$ cat config.mk
export PLATFORM = sky130hd
export DESIGN_NAME = stream_demux
export DESIGN_NICKNAME = d
export VERILOG_FILES = /design/src/rtl/stream_demux.sv
export SDC_FILE = /design/constraint.sdc
export NUM_CORES = 1
export LEC_CHECK = 0
export ABC_AREA = 1
export CORE_UTILIZATION = 40
export CTS_CLUSTER_DIAMETER = 40
export CTS_CLUSTER_SIZE = 12
export DETAILED_ROUTE_END_ITERATION = 8
export PLACE_DENSITY = 0.81
export SETUP_SLACK_MARGIN = 0.4
export SLEW_MARGIN = 20
export SYNTH_ARGS = -nofsm -noshare
export SYNTH_HDL_FRONTEND = slang
export SYNTH_SLANG_ARGS = --single-unit
$ cat constraint.sdc
create_clock -name clk -period 1.3 [get_ports clk]
set_input_delay 0.13 -clock clk [delete_from_list [all_inputs] [get_ports clk]]
set_output_delay 0.13 -clock clk [all_outputs]
set_load 0.05 [all_outputs]
$ cat src/rtl/stream_demux.sv
// Registered 1-to-NUM_OUT stream demultiplexer. Each channel has a one-entry holding
// register, and there is a broadcast mode and a saturating count of words dropped for an illegal select.
module stream_demux #(
  parameter int DATA_W  = 8,
  parameter int NUM_OUT = 4,
  parameter int SEL_W   = 2
) (
  input  logic                       clk,
  input  logic                       rst_n,
  input  logic [DATA_W-1:0]          in_data,
  input  logic [SEL_W-1:0]           in_sel,
  input  logic                       in_bcast,
  input  logic                       in_valid,
  output logic                       in_ready,
  output logic [NUM_OUT*DATA_W-1:0]  out_data,
  output logic [NUM_OUT-1:0]         out_valid,
  input  logic [NUM_OUT-1:0]         out_ready,
  output logic [7:0]                 err_cnt
);

  localparam int              NSEL      = 1 << SEL_W;
  localparam logic [SEL_W:0]  NUM_OUT_L = (SEL_W + 1)'(NUM_OUT);

  logic [DATA_W-1:0]  data_q [NUM_OUT];
  logic [NUM_OUT-1:0] valid_q, valid_d;
  logic [NUM_OUT-1:0] slot_free, load;
  logic [NSEL-1:0]    free_pad, sel_dec;
  logic [7:0]         err_q, err_d;
  logic               sel_legal, accept;

  always_comb begin
    slot_free = ~valid_q | out_ready;
    // Pad to the full select range so any in_sel indexes in bounds.
    free_pad                = '0;
    free_pad[NUM_OUT-1:0]   = slot_free;
    sel_dec                 = '0;
    sel_dec[in_sel]         = 1'b1;
    sel_legal = {1'b0, in_sel} < NUM_OUT_L;

    if (in_bcast)       in_ready = &slot_free;
    else if (sel_legal) in_ready = free_pad[in_sel];
    else                in_ready = 1'b1;

    accept = in_valid & in_ready;
    load   = '0;
    if (accept) load = in_bcast ? '1 : sel_dec[NUM_OUT-1:0];

    valid_d = load | (valid_q & ~out_ready);

    err_d = err_q;
    if (accept && !in_bcast && !sel_legal && err_q != 8'hFF) err_d = err_q + 8'd1;
  end

  always_ff @(posedge clk or negedge rst_n) begin
    if (!rst_n) begin
      valid_q <= '0;
      err_q   <= '0;
      for (int unsigned k = 0; k < NUM_OUT; k++) data_q[k] <= '0;
    end else begin
      valid_q <= valid_d;
      err_q   <= err_d;
      for (int unsigned k = 0; k < NUM_OUT; k++)
        if (load[k]) data_q[k] <= in_data;
    end
  end

  always_comb begin
    out_data = '0;
    for (int unsigned k = 0; k < NUM_OUT; k++) out_data[k*DATA_W +: DATA_W] = data_q[k];
  end

  assign out_valid = valid_q;
  assign err_cnt   = err_q;

endmodule

* Word-level counts from Yosys, hierarchy flattened *
Index checks and enable logic that the tools add are counted.

word-level totals
  bits in registers = 36
  output and inout port bits = 45

cells by class
  order comparisons = 2
  multiplexer cells = 7
  bitwise gates (word level) = 6
  reductions and logical operators = 2

operators by type and width
  operator            number
  $mux 4              2
  $not 4->4           2
  $or 4x4->4          2
  $and 4x4->4         1
  $reduce_and 4->1    1
  $lt 2x3->1 const B  1
  $mux 1              3
  $bmux 1 s2          1
  $demux 1 s2         1
  $ge 2x1->1 const B  1
  $and 1x1->1         1
  $logic_and 1x1->1   1

* Logic depth before layout (Yosys ltp) *
Gate-level depths: netlist of run 1.

  depth after elaboration = 8
  depth in mapped cells = 9
  gate-level depth less buffers = 9

* Worst setup path before layout of run 1 *
No wires, ideal clock.

  path kind = register -> register
  from = register valid_q[3], in the netlist out_valid[3]
  to = register data_q, in the netlist out_data[0]
  setup time = 0.066 ns
  arrival = 1.505 ns
  data required time = 1.234 ns
  setup slack = -0.271 ns
  cell stages (with the launch flop) = 9
  buffers on the path = 1
  clock period less this slack = 1.571 ns
  cell sequence = dfrtp_1 nand2_1 nand2_1 nand2_1 nand3_1 nor2_8 buf_6 nand4_1 nand2_1

on the way
  longest elaborated chain between the ends = 7

RTL lines
  element                         line  text
  start: declaration              25    logic [NUM_OUT-1:0] valid_q, valid_d;
  start signal: assignment        60    valid_q <= valid_d;
  $not 4->4 *                     32    slot_free = ~valid_q | out_ready;
  $or 4x4->4 *                    32
  $bmux 1 s2                      41    else if (sel_legal) in_ready = free_pad[in_sel];
  $mux 1 (implied by the code)    41
  $mux 1 *                        40    if (in_bcast) in_ready = &slot_free;
  named net in_ready              14    output logic in_ready,
  $and 1x1->1 *                   44    accept = in_valid & in_ready;
  $mux 4 *                        46    if (accept) load = in_bcast ? '1 : sel_dec[NUM_OUT-1:0];
  end signal: indexed assignment  63    if (load[k]) data_q[k] <= in_data;
  end: declaration                24    logic [DATA_W-1:0] data_q [NUM_OUT];

Mark *: on every way through the listed nets, which the timed path passes. The rest lies on a longest branch. The select of a mux whose other input is x is not followed.
A chain may end at the register's enable or synchronous reset.

* Worst setup path in the final report of run 1 *
  from = register valid_q[2], in the netlist out_valid[2]
  to = register data_q, in the netlist out_data[13]

on the way
  longest elaborated chain between the ends = 7

RTL lines
  element                       line
  $not 4->4 *                   32
  $or 4x4->4 *                  32
  $bmux 1 s2                    41
  $mux 1 (implied by the code)  41
  $mux 1 *                      40
  $and 1x1->1 *                 44
  $mux 4 *                      46

Mark *: on every way between the ends. The rest lies on a longest branch, timed or not. The select of a mux whose other input is x is not followed.

==> results of run 1 <==
==> state kept, by name, summed over array words and instances, names as in the netlist <==
register   flops
out_valid      4
out_data      32
==> where the power goes <==
group / internal (mW) / switching (mW) / total (mW) / leakage (nW)
registers: 1.44 / 0.386 / 1.82 / 0.440
logic: 2.00 / 2.14 / 4.14 / 1.21
clock network: 0.376 / 0.411 / 0.787 / 0.0422
==> Yosys cell counts <==
| library cell | number | area, sq um |
|---|---|---|
| nand4_1 | 33 | 206 |
| nand2_2 | 3 | 18.8 |
| nand2_4 | 2 | 22.5 |
| o21ai_1 | 2 | 10.0 |
| o21ai_4 | 1 | 16.3 |
| inv_1 | 6 | 22.5 |
| nor2_1 | 4 | 15.0 |
| clkbuf_1 | 3 | 11.3 |
| buf_2 | 2 | 10.0 |
| nand3_1 | 1 | 5.00 |
| inv_2 | 3 | 11.3 |
| nand4_4 | 4 | 85.1 |
| o21ai_2 | 1 | 8.76 |
| conb_1 | 1 | 3.75 |
| nand2_1 | 74 | 278 |
| nor2_4 | 1 | 11.3 |
| dfrtp_1 | 36 | 901 |
| nor2_8 | 1 | 20.0 |
| buf_4 | 8 | 60.1 |
| buf_6 | 3 | 33.8 |
==> worst reg2reg max path, cell delays in order, from the launching register on <==
cell	delay, ns
dfrtp_2	0.44
inv_2	0.07
nor2_1	0.05
nand2_2	0.10
buf_6	0.10
nand2_2	0.05
nor2_4	0.14
buf_12	0.17
nand4_4	0.16
nand2_2	0.14
nand2_2	0.08
==> repair_timing <==
item	CTS	global route
endpoints found under the setup margin	73	73
buffers inserted	25	16
pin swaps	8	7
resized for setup	21	34
gates cloned	4	0
==> routing by layer <==
layer,track usage [%],part of all wire (%),up-vias,routed length (um)
met5,0,0,-,0
met4,15.4,5.3,0,397
met3,8.00,9.0,41,671
met2,50.7,48,160,3610
met1,36.2,37,1016,2770
li1,-,-,867,-
==> kinds of logic (layout without fill, tap and decap cells) <==
group	count (synthesis)	after routing
compound gates	4	4
buf+inv	25	134
simple gates	123	127
other cells	1	8
flops	36	36
==> layout make-up <==
| type | count | share of cell area [%] |
|---|---|---|
| Timing Repair Buffer | 117 | 42.7 |
| Multi-Input combinational cell | 139 | 26.3 |
| Sequential cell | 36 | 25.9 |
| Clock buffer | 7 | 2.18 |
| Tap cell | 50 | 1.79 |
| Inverter | 9 | 1.04 |
| Clock inverter | 1 | 0.143 |
==> through the flow <==
| stage | utilization [%] | worst slack [ns] | instances |
|---|---|---|---|
| floorplan | - | -0.108 | 196 |
| global placement | 70.4 | -0.340 | 306 |
| detailed placement | 70.4 | -0.445 | 306 |
| CTS | 80.6 | -0.236 | 343 |
| global route | 85.8 | -0.363 | 359 |
| finish | 85.8 | -0.345 | 359 |
==> final timing paths <==
kind	slack [ns]	to	start
max	-0.34	out_data[13]	out_valid[2]
min	0.20	out_data[1]	rst_n
max reg2reg	-0.34	out_data[13]	out_valid[2]
min reg2reg	0.55	out_data[11]	out_data[11]
max in group asynchronous	0.91	out_data[25]	rst_n
min in group clk	0.43	out_valid[0]	out_ready[0]
==> results.txt, run 1 <==
----------------------------------------------------
[Status]
  Outcome ... finished with violations
  Violated checks ... negative setup slack

[Synthesis]
  Multiplexer share of the synthesized area ... 0%
  Main combinational cell family by area after synthesis ... simple AND/OR/NAND/NOR gates
  Synthesis Warnings ... 0
  Post-Syn Instances ... 189
  Fraction of the mapped netlist area in adder cells ... 0%
  Post-Syn Area ... 1750 sq um
  Sequential cell area fraction in the yosys report ... 51.5%
  Fraction of synthesized cell area in xor and xnor cells ... 0%
  Netlist cell types ... 20
  Compound-cell area share of the yosys netlist ... 2.00%
  FF+latch count, synth ... 36
  Syn_area_per_cell ... 9.26 sq um
  Post-Synth Simple-Gate Area ... 37.8%

[Clock network]
  Root cell of the clock tree ... clkbuf_8
  CTS hold repair buffers ... 0
  Clock transition at the registers of the reported paths ... 0.07 ns
  CTS sink count ... 36
  TritonCTS clock tree ... built
  Clock network latency to the later pin of the worst-skew pair ... 0.30 ns
  CTS H-tree lvls ... 2
  Inserted Clock Buffers ... 5
  Longest Clk Path Bufs ... 2

[STA]
  Maximum frequency from static timing analysis ... 608 MHz
  RSZ-0062 raised after global routing ... yes
  Period utilization ... 127%
  Number of hold violations in the final report ... 0
  Slack of the critical path ... -0.345 ns
  Worst-case hold slack ... 0.199 ns
  Setup TNS after final layout ... -9.14 ns
  Tmin final ... 1.64 ns
  Total setup violations reported at the end of the flow ... 37
  Number of max-slew violations in the final report ... 0
  Setup clock skew after layout ... 0.00874 ns

[Critical path]
  Crit Path Category ... reg2reg
  Cells traversed along the worst timing path ... inv_2 > nor2_1 > nand2_2 > buf_6 > nand2_2 > nor2_4 > buf_12 > nand4_4 > nand2_2 > nand2_2
  Data arrival time of the worst path ... 1.83 ns
  Buffers plus inverters on the worst setup path ... 3
  Setup crit start kind ... flop
  Data required time of the critical path ... 1.48 ns
  Max FO, Critical Path ... 8
  Crit-path slowest cell ... dfrtp_2
  Worst path depth ... 10
  Cells on worst reg2reg path ... 10
  Most frequent cell on the critical path ... nand2_2
  Critical Path Sink Type ... flop
  Delay-heaviest family, CP ... simple AND/OR/NAND/NOR gates
  Critical path's largest stage delay ... 0.44 ns

[Route]
  Final antenna-violating net count ... 0
  Detailed Route Iter0 Violations ... 217
  Total number of vias ... 2084
  Wire length reported by the detailed router ... 7450 um
  Wire length per cell after detailed routing ... 20.8 um
  Vias per cell ... 5.81
  Number of search-and-repair iterations in the first detailed-routing pass ... 5
  Residual DRC count ... 0

[GRT]
  Initial antenna violation count ... 0
  Total global-route track usage ... 30.5%
  Largest net degree at the start of global routing ... 37
  Via count of the first global-routing pass ... 1851
  Remaining global-route overflow ... 0
  Global-route wire length before repair ... 9740 um

[Power and ir drop]
  Power density cells ... 1930 nW/um^2
  Post-layout power ... 6.75 mW
  Leak Pwr ... 1.69 nW
  Worst voltage drop across the vdd grid ... 1.62 mV

[Cells and area]
  Leading cell types in the layout, fill and taps excluded ... buf_4, buf_12, nand2_1
  Synth-to-Final Area Change ... 100%
  Multi-input gate area ... 921 sq um
  Final antenna diode count ... 0
  Storage cell area ... 908 sq um
  Share of post-route cells with drive strength above 1 ... 55.3%
  Fill cell count ... 180
  Final non-filler cell area ... 3500 sq um
  Layout Nets ... 326
  Most common cell after layout, fill and taps aside ... buf_4

[Floorplanning]
  Top-level I/O count ... 63
  Die Outline Area ... 4640 sq um
  Total core area ... 4090 sq um
  Die boundary width ... 68.2 um
  Die Y-Extent ... 68.2 um
  Initial cell density of the core ... 42.8%
  Count of standard-cell rows ... 23

[Worst hold path]
  Type of the most critical hold path ... in2async

[Place]
  # port buffers ... 54
  Final Wtd Congestion ... 0.824
  Half-perimeter wire length after detailed placement ... 3350 um
  Instance area at placement ... 2880 sq um

[Job]
  Maximum Capacitance Violations ... 0

----------------------------------------------------
Power figures use the tool's default switching activity.
==> run 2: changes to the inputs <==
Settings changed: ABC_CLOCK_PERIOD_IN_PS from default to 1300, MAX_ROUTING_LAYER from default to met4.
==> run 2 against run 1 <==
The run still ends with negative setup slack left. Register-to-register slack improved by 0.06 ns. Core utilization rose by 0.46 points. Sequential share of layout area fell by 0.14 points. Global-route usage rose by 0.89 points. Critical path type is now in2out. Critical endpoint is now in_ready. Highest routed layer unchanged.
==> results.txt, run 2 (same netlist as run 1, synthesis figures left out) <==
----------------------------------------------------
[Place]
  Half-perimeter wire length after detailed placement ... 3350 um (unchanged)
  Worst setup timing slack at the placement stage ... -0.445 ns (unchanged)
  # port buffers ... 54 (unchanged)
  Placed Cells incl. Taps ... 306 (unchanged)
  Final Wtd Congestion ... 0.836 (was 0.824)

[Clock network]
  CTS H-tree lvls ... 2 (unchanged)
  TritonCTS clock tree ... built (unchanged)
  CTS sink count ... 36 (unchanged)
  Root cell of the clock tree ... clkbuf_8 (unchanged)
  Inserted Clock Buffers ... 5 (unchanged)
  Longest Clk Path Bufs ... 2 (unchanged)
  Clock network latency to the later pin of the worst-skew pair ... 0.31 ns (was 0.30 ns)
  CTS hold repair buffers ... 0 (unchanged)
  Clock transition at the registers of the reported paths ... 0.08 ns (was 0.07 ns)

[Floorplanning]
  Top-level I/O count ... 63 (unchanged)
  Initial cell density of the core ... 42.8% (unchanged)
  Die Outline Area ... 4640 sq um (unchanged)
  Count of standard-cell rows ... 23 (unchanged)
  Total core area ... 4090 sq um (unchanged)
  Die Y-Extent ... 68.2 um (unchanged)
  Die boundary width ... 68.2 um (unchanged)

[STA]
  Total setup violations reported at the end of the flow ... 38 (was 37)
  Period utilization ... 122% (was 127%)
  Number of hold violations in the final report ... 0 (unchanged)
  Tmin final ... 1.59 ns (was 1.64 ns)
  Maximum frequency from static timing analysis ... 628 MHz (was 608 MHz)
  Setup clock skew after layout ... 0.0105 ns (was 0.00874 ns)
  RSZ-0062 raised after global routing ... yes (unchanged)
  Slack of the critical path ... -0.292 ns (was -0.345 ns)
  Number of max-slew violations in the final report ... 0 (unchanged)

[Critical path]
  Max FO, Critical Path ... 4 (was 8)
  Crit Path Category ... in2out (was reg2reg)
  Crit-path slowest cell ... clkdlybuf4s50_1 (was dfrtp_2)
  Data required time of the critical path ... 1.17 ns (was 1.48 ns)
  Critical path's largest stage delay ... 0.48 ns (was 0.44 ns)
  Cells traversed along the worst timing path ... clkdlybuf4s50_1 > buf_4 > o21ai_4 > nand2_2 > nand2_4 > nor2_8 > buf_12 > buf_12 (was inv_2 > nor2_1 > nand2_2 > buf_6 > nand2_2 > nor2_4 > buf_12 > nand4_4 > nand2_2 > nand2_2)
  Launch instance of the worst register-to-register path ... out_valid[2] (unchanged)
  RR Endpoint ... out_data[0] (was out_data[13])
  Register-to-Register Setup Slack ... -0.28 ns (was -0.34 ns)
  Critical Path Sink Type ... primary output (was flop)
  Data arrival time of the worst path ... 1.46 ns (was 1.83 ns)
  Most frequent cell on the critical path ... buf_12 (was nand2_2)
  Cells on worst reg2reg path ... 10 (unchanged)
  Setup crit start kind ... input pin (was flop)

[Route]
  Total number of vias ... 2080 (was 2084)
  Final antenna-violating net count ... 0 (unchanged)
  Detailed Route Iter0 Violations ... 237 (was 217)
  Number of search-and-repair iterations in the first detailed-routing pass ... 5 (unchanged)
  Wire length reported by the detailed router ... 7670 um (was 7450 um)
  Vias per cell ... 5.78 (was 5.81)
  Wire length per cell after detailed routing ... 21.3 um (was 20.8 um)
  Residual DRC count ... 0 (unchanged)

[GRT]
  Largest net degree at the start of global routing ... 37 (unchanged)
  Initial antenna violation count ... 0 (unchanged)
  Via count of the first global-routing pass ... 1864 (was 1851)
  Global-route wire length before repair ... 9730 um (was 9740 um)
  Remaining global-route overflow ... 0 (unchanged)
  Total global-route track usage ... 31.4% (was 30.5%)

[Job]
  Maximum Capacitance Violations ... 0 (unchanged)

[Power and ir drop]
  Power density cells ... 1940 nW/um^2 (was 1930 nW/um^2)
  Leak Pwr ... 1.70 nW (was 1.69 nW)
  Worst voltage drop across the vdd grid ... 1.52 mV (was 1.62 mV)

[Cells and area]
  Non-filler instance count after layout ... 360 (was 359)
  Largest register FFs ... 32 (unchanged)
  Final antenna diode count ... 0 (unchanged)
  Synth-to-Final Area Change ... 101% (was 100%)
  Leading cell types in the layout, fill and taps excluded ... buf_4, buf_12, nand2_1 (unchanged)
  Layout Nets ... 327 (was 326)
  Share of post-route cells with drive strength above 1 ... 55.8% (was 55.3%)
  Most common cell after layout, fill and taps aside ... buf_4 (unchanged)

[Status]
  Outcome ... finished with violations (unchanged)
  Violated checks ... negative setup slack (unchanged)

[Worst hold path]
  Type of the most critical hold path ... in2async (unchanged)

----------------------------------------------------
-- run 2: power by group --
part	switching, mW	leakage [nW]	internal, mW	total (mW)
Sequential	0.387	0.440	1.44	1.82
Combinational	2.17	1.22	2.01	4.19
Clock	0.436	0.0422	0.377	0.813
Total	2.99	1.70	3.83	6.82
-- run 2: timing repair --
| item | in CTS | in global routing |
|---|---|---|
| cloned | 4 | 0 |
| buffers inserted | 25 | 17 |
| setup endpoints to repair | 73 | 73 |
| gates resized for setup | 21 | 37 |
| pin swaps | 8 | 8 |
-- run 2: critical path: cells and delay by family --
family                 cells  cell delay [ns]
AO/OA/AOI/OAI              1             0.15
buffers and inverters      4             0.93
AND/OR/NAND/NOR            3             0.25
-- run 2: metal layers --
layer	global-route usage, %	up-vias	share of wire (%)
met5	-	-	0
li1	-	872	-
met4	14.3	0	4.2
met1	35.8	983	37
met3	7.83	38	10
met2	51.8	187	49
-- run 2: worst max-delay path by stage --
| stage | from | to | depth (start not counted) |
|---|---|---|---|
| finish | in_sel[1] | in_ready | 8 |
| detailed placement | in_sel[0] | out_data[21] | 9 |
| global route | out_valid[3] | in_ready | 7 |
| CTS | out_valid[3] | in_ready | 7 |
| floorplan | out_valid[2] | out_data[10] | 8 |
| global placement | in_sel[0] | out_data[13] | 9 |
-- run 2: layout make-up --
cell class / instances / area, sq um
timing repair buffer: 118 / 1510
multi-input combinational: 139 / 928
sequential: 36 / 908
fill: 181 / 563
clock buffer: 7 / 76.3
tap: 50 / 62.6
inverter: 9 / 36.3
clock inverter: 1 / 5.00
-- run 2: stage by stage --
stage | hold WS, ns | TNS (ns) | cell area [sq um] | power (mW) | utilization [%]
4_1_cts | 0.217 | -4.90 | 3290 | 6.28 | 80.6
5_1_grt | 0.205 | -9.56 | 3520 | 7.03 | 86.2
6_report | 0.188 | -7.91 | 3520 | 6.82 | 86.2
3_3_place_gp | 0.520 | -11.80 | 2880 | 5.10 | 70.4
3_5_place_dp | 0.525 | -15.22 | 2880 | 5.15 | 70.4
2_1_floorplan | -0.166 | -3.41 | 1800 | 3.34 | -
==> run 3: changes to the inputs <==
==> constraint.sdc (replaced) <==
create_clock -name clk -period 1.3 [get_ports clk]
set_input_delay 0.39 -clock clk [delete_from_list [all_inputs] [get_ports clk]]
set_output_delay 0.39 -clock clk [all_outputs]
set_load 0.05 [all_outputs]
==> run 3 against run 2 <==
The run still ends with negative setup slack left. Core utilization decreased by 4.0 points. Maximum frequency is 8.0% lower. Combinational power down 9.8%. Via count decreased by 8.6%. Non-clock buffer count decreased by 23. Clock-buffer cell count shrank 2. Critical endpoint unchanged. Worst setup slack lost 0.14 ns. Total power down 5.4%. Routed wire length shrank 17%.
==> results.txt, run 3 (same netlist as run 1, synthesis figures left out) <==
----------------------------------------------------
[STA]
  RSZ-0062 raised after global routing ... yes (unchanged)
  Slack of the critical path ... -0.431 ns (was -0.292 ns)
  Total setup violations reported at the end of the flow ... 42 (was 38)
  Period utilization ... 133% (was 122%)
  Maximum frequency from static timing analysis ... 578 MHz (was 628 MHz)
  Setup TNS after final layout ... -8.65 ns (was -7.91 ns)
  Number of hold violations in the final report ... 0 (unchanged)
  Setup clock skew after layout ... 0.00864 ns (was 0.0105 ns)
  Number of max-slew violations in the final report ... 0 (unchanged)
  Tmin final ... 1.73 ns (was 1.59 ns)

[Cells and area]
  Share of post-route cells with drive strength above 1 ... 56.4% (was 55.8%)
  Final antenna diode count ... 0 (unchanged)
  Final non-filler cell area ... 3360 sq um (was 3520 sq um)
  Largest register FFs ... 32 (unchanged)
  Synth-to-Final Area Change ... 91.9% (was 101%)
  Fill cell count ... 190 (was 181)
  Leading cell types in the layout, fill and taps excluded ... nand2_1, buf_12, dfrtp_2 (was buf_4, buf_12, nand2_1)
  Most common cell after layout, fill and taps aside ... nand2_1 (was buf_4)
  Layout Nets ... 304 (was 327)

[Clock network]
  Inserted Clock Buffers ... 5 (unchanged)
  Clock network latency to the later pin of the worst-skew pair ... 0.30 ns (was 0.31 ns)
  CTS H-tree lvls ... 2 (unchanged)
  CTS sink count ... 36 (unchanged)
  Clock transition at the registers of the reported paths ... 0.08 ns (about the same)
  Longest Clk Path Bufs ... 2 (unchanged)
  TritonCTS clock tree ... built (unchanged)
  Root cell of the clock tree ... clkbuf_8 (unchanged)

[Status]
  Violated checks ... negative setup slack (unchanged)
  Outcome ... finished with violations (unchanged)

[Floorplanning]
  Total core area ... 4090 sq um (unchanged)
  Die Outline Area ... 4640 sq um (unchanged)
  Initial cell density of the core ... 42.8% (unchanged)
  Die boundary width ... 68.2 um (unchanged)
  Count of standard-cell rows ... 23 (unchanged)
  Die Y-Extent ... 68.2 um (unchanged)
  Top-level I/O count ... 63 (unchanged)

[Power and ir drop]
  Power density cells ... 1920 nW/um^2 (was 1940 nW/um^2)
  Leak Pwr ... 1.57 nW (was 1.70 nW)
  Worst voltage drop across the vdd grid ... 1.45 mV (was 1.52 mV)
  Post-layout power ... 6.45 mW (was 6.82 mW)

[Route]
  Detailed Route Iter0 Violations ... 180 (was 237)
  Total number of vias ... 1901 (was 2080)
  Final antenna-violating net count ... 0 (unchanged)
  Vias per cell ... 5.64 (was 5.78)
  Wire length per cell after detailed routing ... 18.8 um (was 21.3 um)
  Wire length reported by the detailed router ... 6340 um (was 7670 um)
  Residual DRC count ... 0 (unchanged)
  Number of search-and-repair iterations in the first detailed-routing pass ... 5 (unchanged)

[Critical path]
  RR Endpoint ... out_valid[3] (was out_data[0])
  Cells traversed along the worst timing path ... nand2_2 > nand2_2 > nand2_4 > nand3_4 > nor2_8 > buf_12 (was clkdlybuf4s50_1 > buf_4 > o21ai_4 > nand2_2 > nand2_4 > nor2_8 > buf_12 > buf_12)
  Launch instance of the worst register-to-register path ... out_valid[3] (was out_valid[2])
  Crit Path Category ... reg2out (was in2out)
  Cells on worst reg2reg path ... 12 (was 10)
  Data arrival time of the worst path ... 1.34 ns (was 1.46 ns)
  Data required time of the critical path ... 0.91 ns (was 1.17 ns)
  Start point of the critical path ... out_valid[2] (was in_sel[1])
  Max FO, Critical Path ... 3 (was 4)
  Setup crit start kind ... flop (was input pin)
  Worst Setup EP ... in_ready (unchanged)
  Register-to-Register Setup Slack ... -0.39 ns (was -0.28 ns)
  Critical path's largest stage delay ... 0.43 ns (was 0.48 ns)
  Crit-path slowest cell ... dfrtp_2 (was clkdlybuf4s50_1)
  Most frequent cell on the critical path ... nand2_2 (was buf_12)
  Critical Path Sink Type ... primary output (unchanged)

[Worst hold path]
  Type of the most critical hold path ... in2reg (was in2async)
  Worst Hold Launch ... out_ready[0]

[GRT]
  Global-route wire length before repair ... 8690 um (was 9730 um)
  Initial antenna violation count ... 0 (unchanged)
  Via count of the first global-routing pass ... 1720 (was 1864)
  Remaining global-route overflow ... 0 (unchanged)
  Total global-route track usage ... 27.9% (was 31.4%)
  Largest net degree at the start of global routing ... 37 (unchanged)

[Place]
  Final Wtd Congestion ... 0.792 (was 0.836)
  Half-perimeter wire length after detailed placement ... 3490 um (was 3350 um)
  # port buffers ... 54 (unchanged)
  Instance area at placement ... 2860 sq um (was 2880 sq um)
  Worst setup timing slack at the placement stage ... -0.754 ns (was -0.445 ns)

[Job]
  Maximum Capacitance Violations ... 0 (unchanged)

----------------------------------------------------
==> run 3: cell count changes in the layout (fill, tap and decap cells not counted), moves of 2 or more <==
| cell | before | now |
|---|---|---|
| dfrtp_2 | 6 | 36 |
| nor2_1 | 3 | 1 |
| buf_6 | 11 | 13 |
| buf_4 | 47 | 21 |
| nand2_2 | 36 | 13 |
| dlygate4sd2_1 | 1 | 4 |
| buf_12 | 43 | 41 |
| clkdlybuf4s50_1 | 16 | 10 |
| nor2_2 | 1 | 3 |
| clkbuf_1 | 2 | 0 |
| clkdlybuf4s15_2 | 0 | 2 |
| clkbuf_16 | 0 | 2 |
| nand2_1 | 39 | 63 |
| dfrtp_1 | 30 | 0 |
==> run 3: layout make-up <==
class | count | area (sq um) | area share, %
Multi-Input combinational cell | 139 | 865 | 25.7
Sequential cell | 36 | 946 | 28.2
Clock buffer | 5 | 68.8 | 2.05
Clock inverter | 3 | 18.8 | 0.559
Inverter | 9 | 41.3 | 1.23
Tap cell | 50 | 62.6 | 1.86
Timing Repair Buffer | 95 | 1360 | 40.4
==> run 3: through the flow <==
stage | hold slack, ns | util (%) | std cells
finish | 0.401 | 82.2 | 337
global route | 0.408 | 82.2 | 337
CTS | 0.407 | 77.8 | 328
detailed placement | 0.497 | 70.1 | 302
global placement | 0.494 | 70.1 | 302
floorplan | 0.0944 | - | 196
==> run 3: critical path, delay by kind of cell, from the launching register on <==
kind,cells,cell delay [ns]
AND/OR/NAND/NOR,5,0.46
flip-flops,1,0.43
buffers and inverters,1,0.14
==> run 3: how the worst min path moves through the flow <==
stage / endpoint / cells after the start
finish: out_valid[0] / 2
global route: out_valid[0] / 2
CTS: out_valid[1] / 2
detailed placement: out_valid[2] / 2
global placement: out_valid[2] / 2
floorplan: out_data[0] / 0
==> run 3: what timing repair did <==
item	in CTS	in global routing
gates cloned	4	3
pin swaps	7	35
setup buffers	14	6
gates resized for setup	28	25
hold buffers	0	0
setup endpoints to repair	73	73
==> run 3: power by group <==
part / total (mW) / internal, mW / switching [mW]
Sequential: 1.87 / 1.49 / 0.377
Clock: 0.808 / 0.373 / 0.434
Combinational: 3.78 / 1.78 / 1.99
Total: 6.45 / 3.65 / 2.80
==> run 3: metal layers <==
metal / vias up / routed length, um / GRT usage [%]
met4: 0 / 235 / 11.5
met5: - / 0 / -
met2: 120 / 3250 / 44.5
met1: 921 / 2400 / 33.2
li1: 835 / - / -
met3: 25 / 446 / 7.50
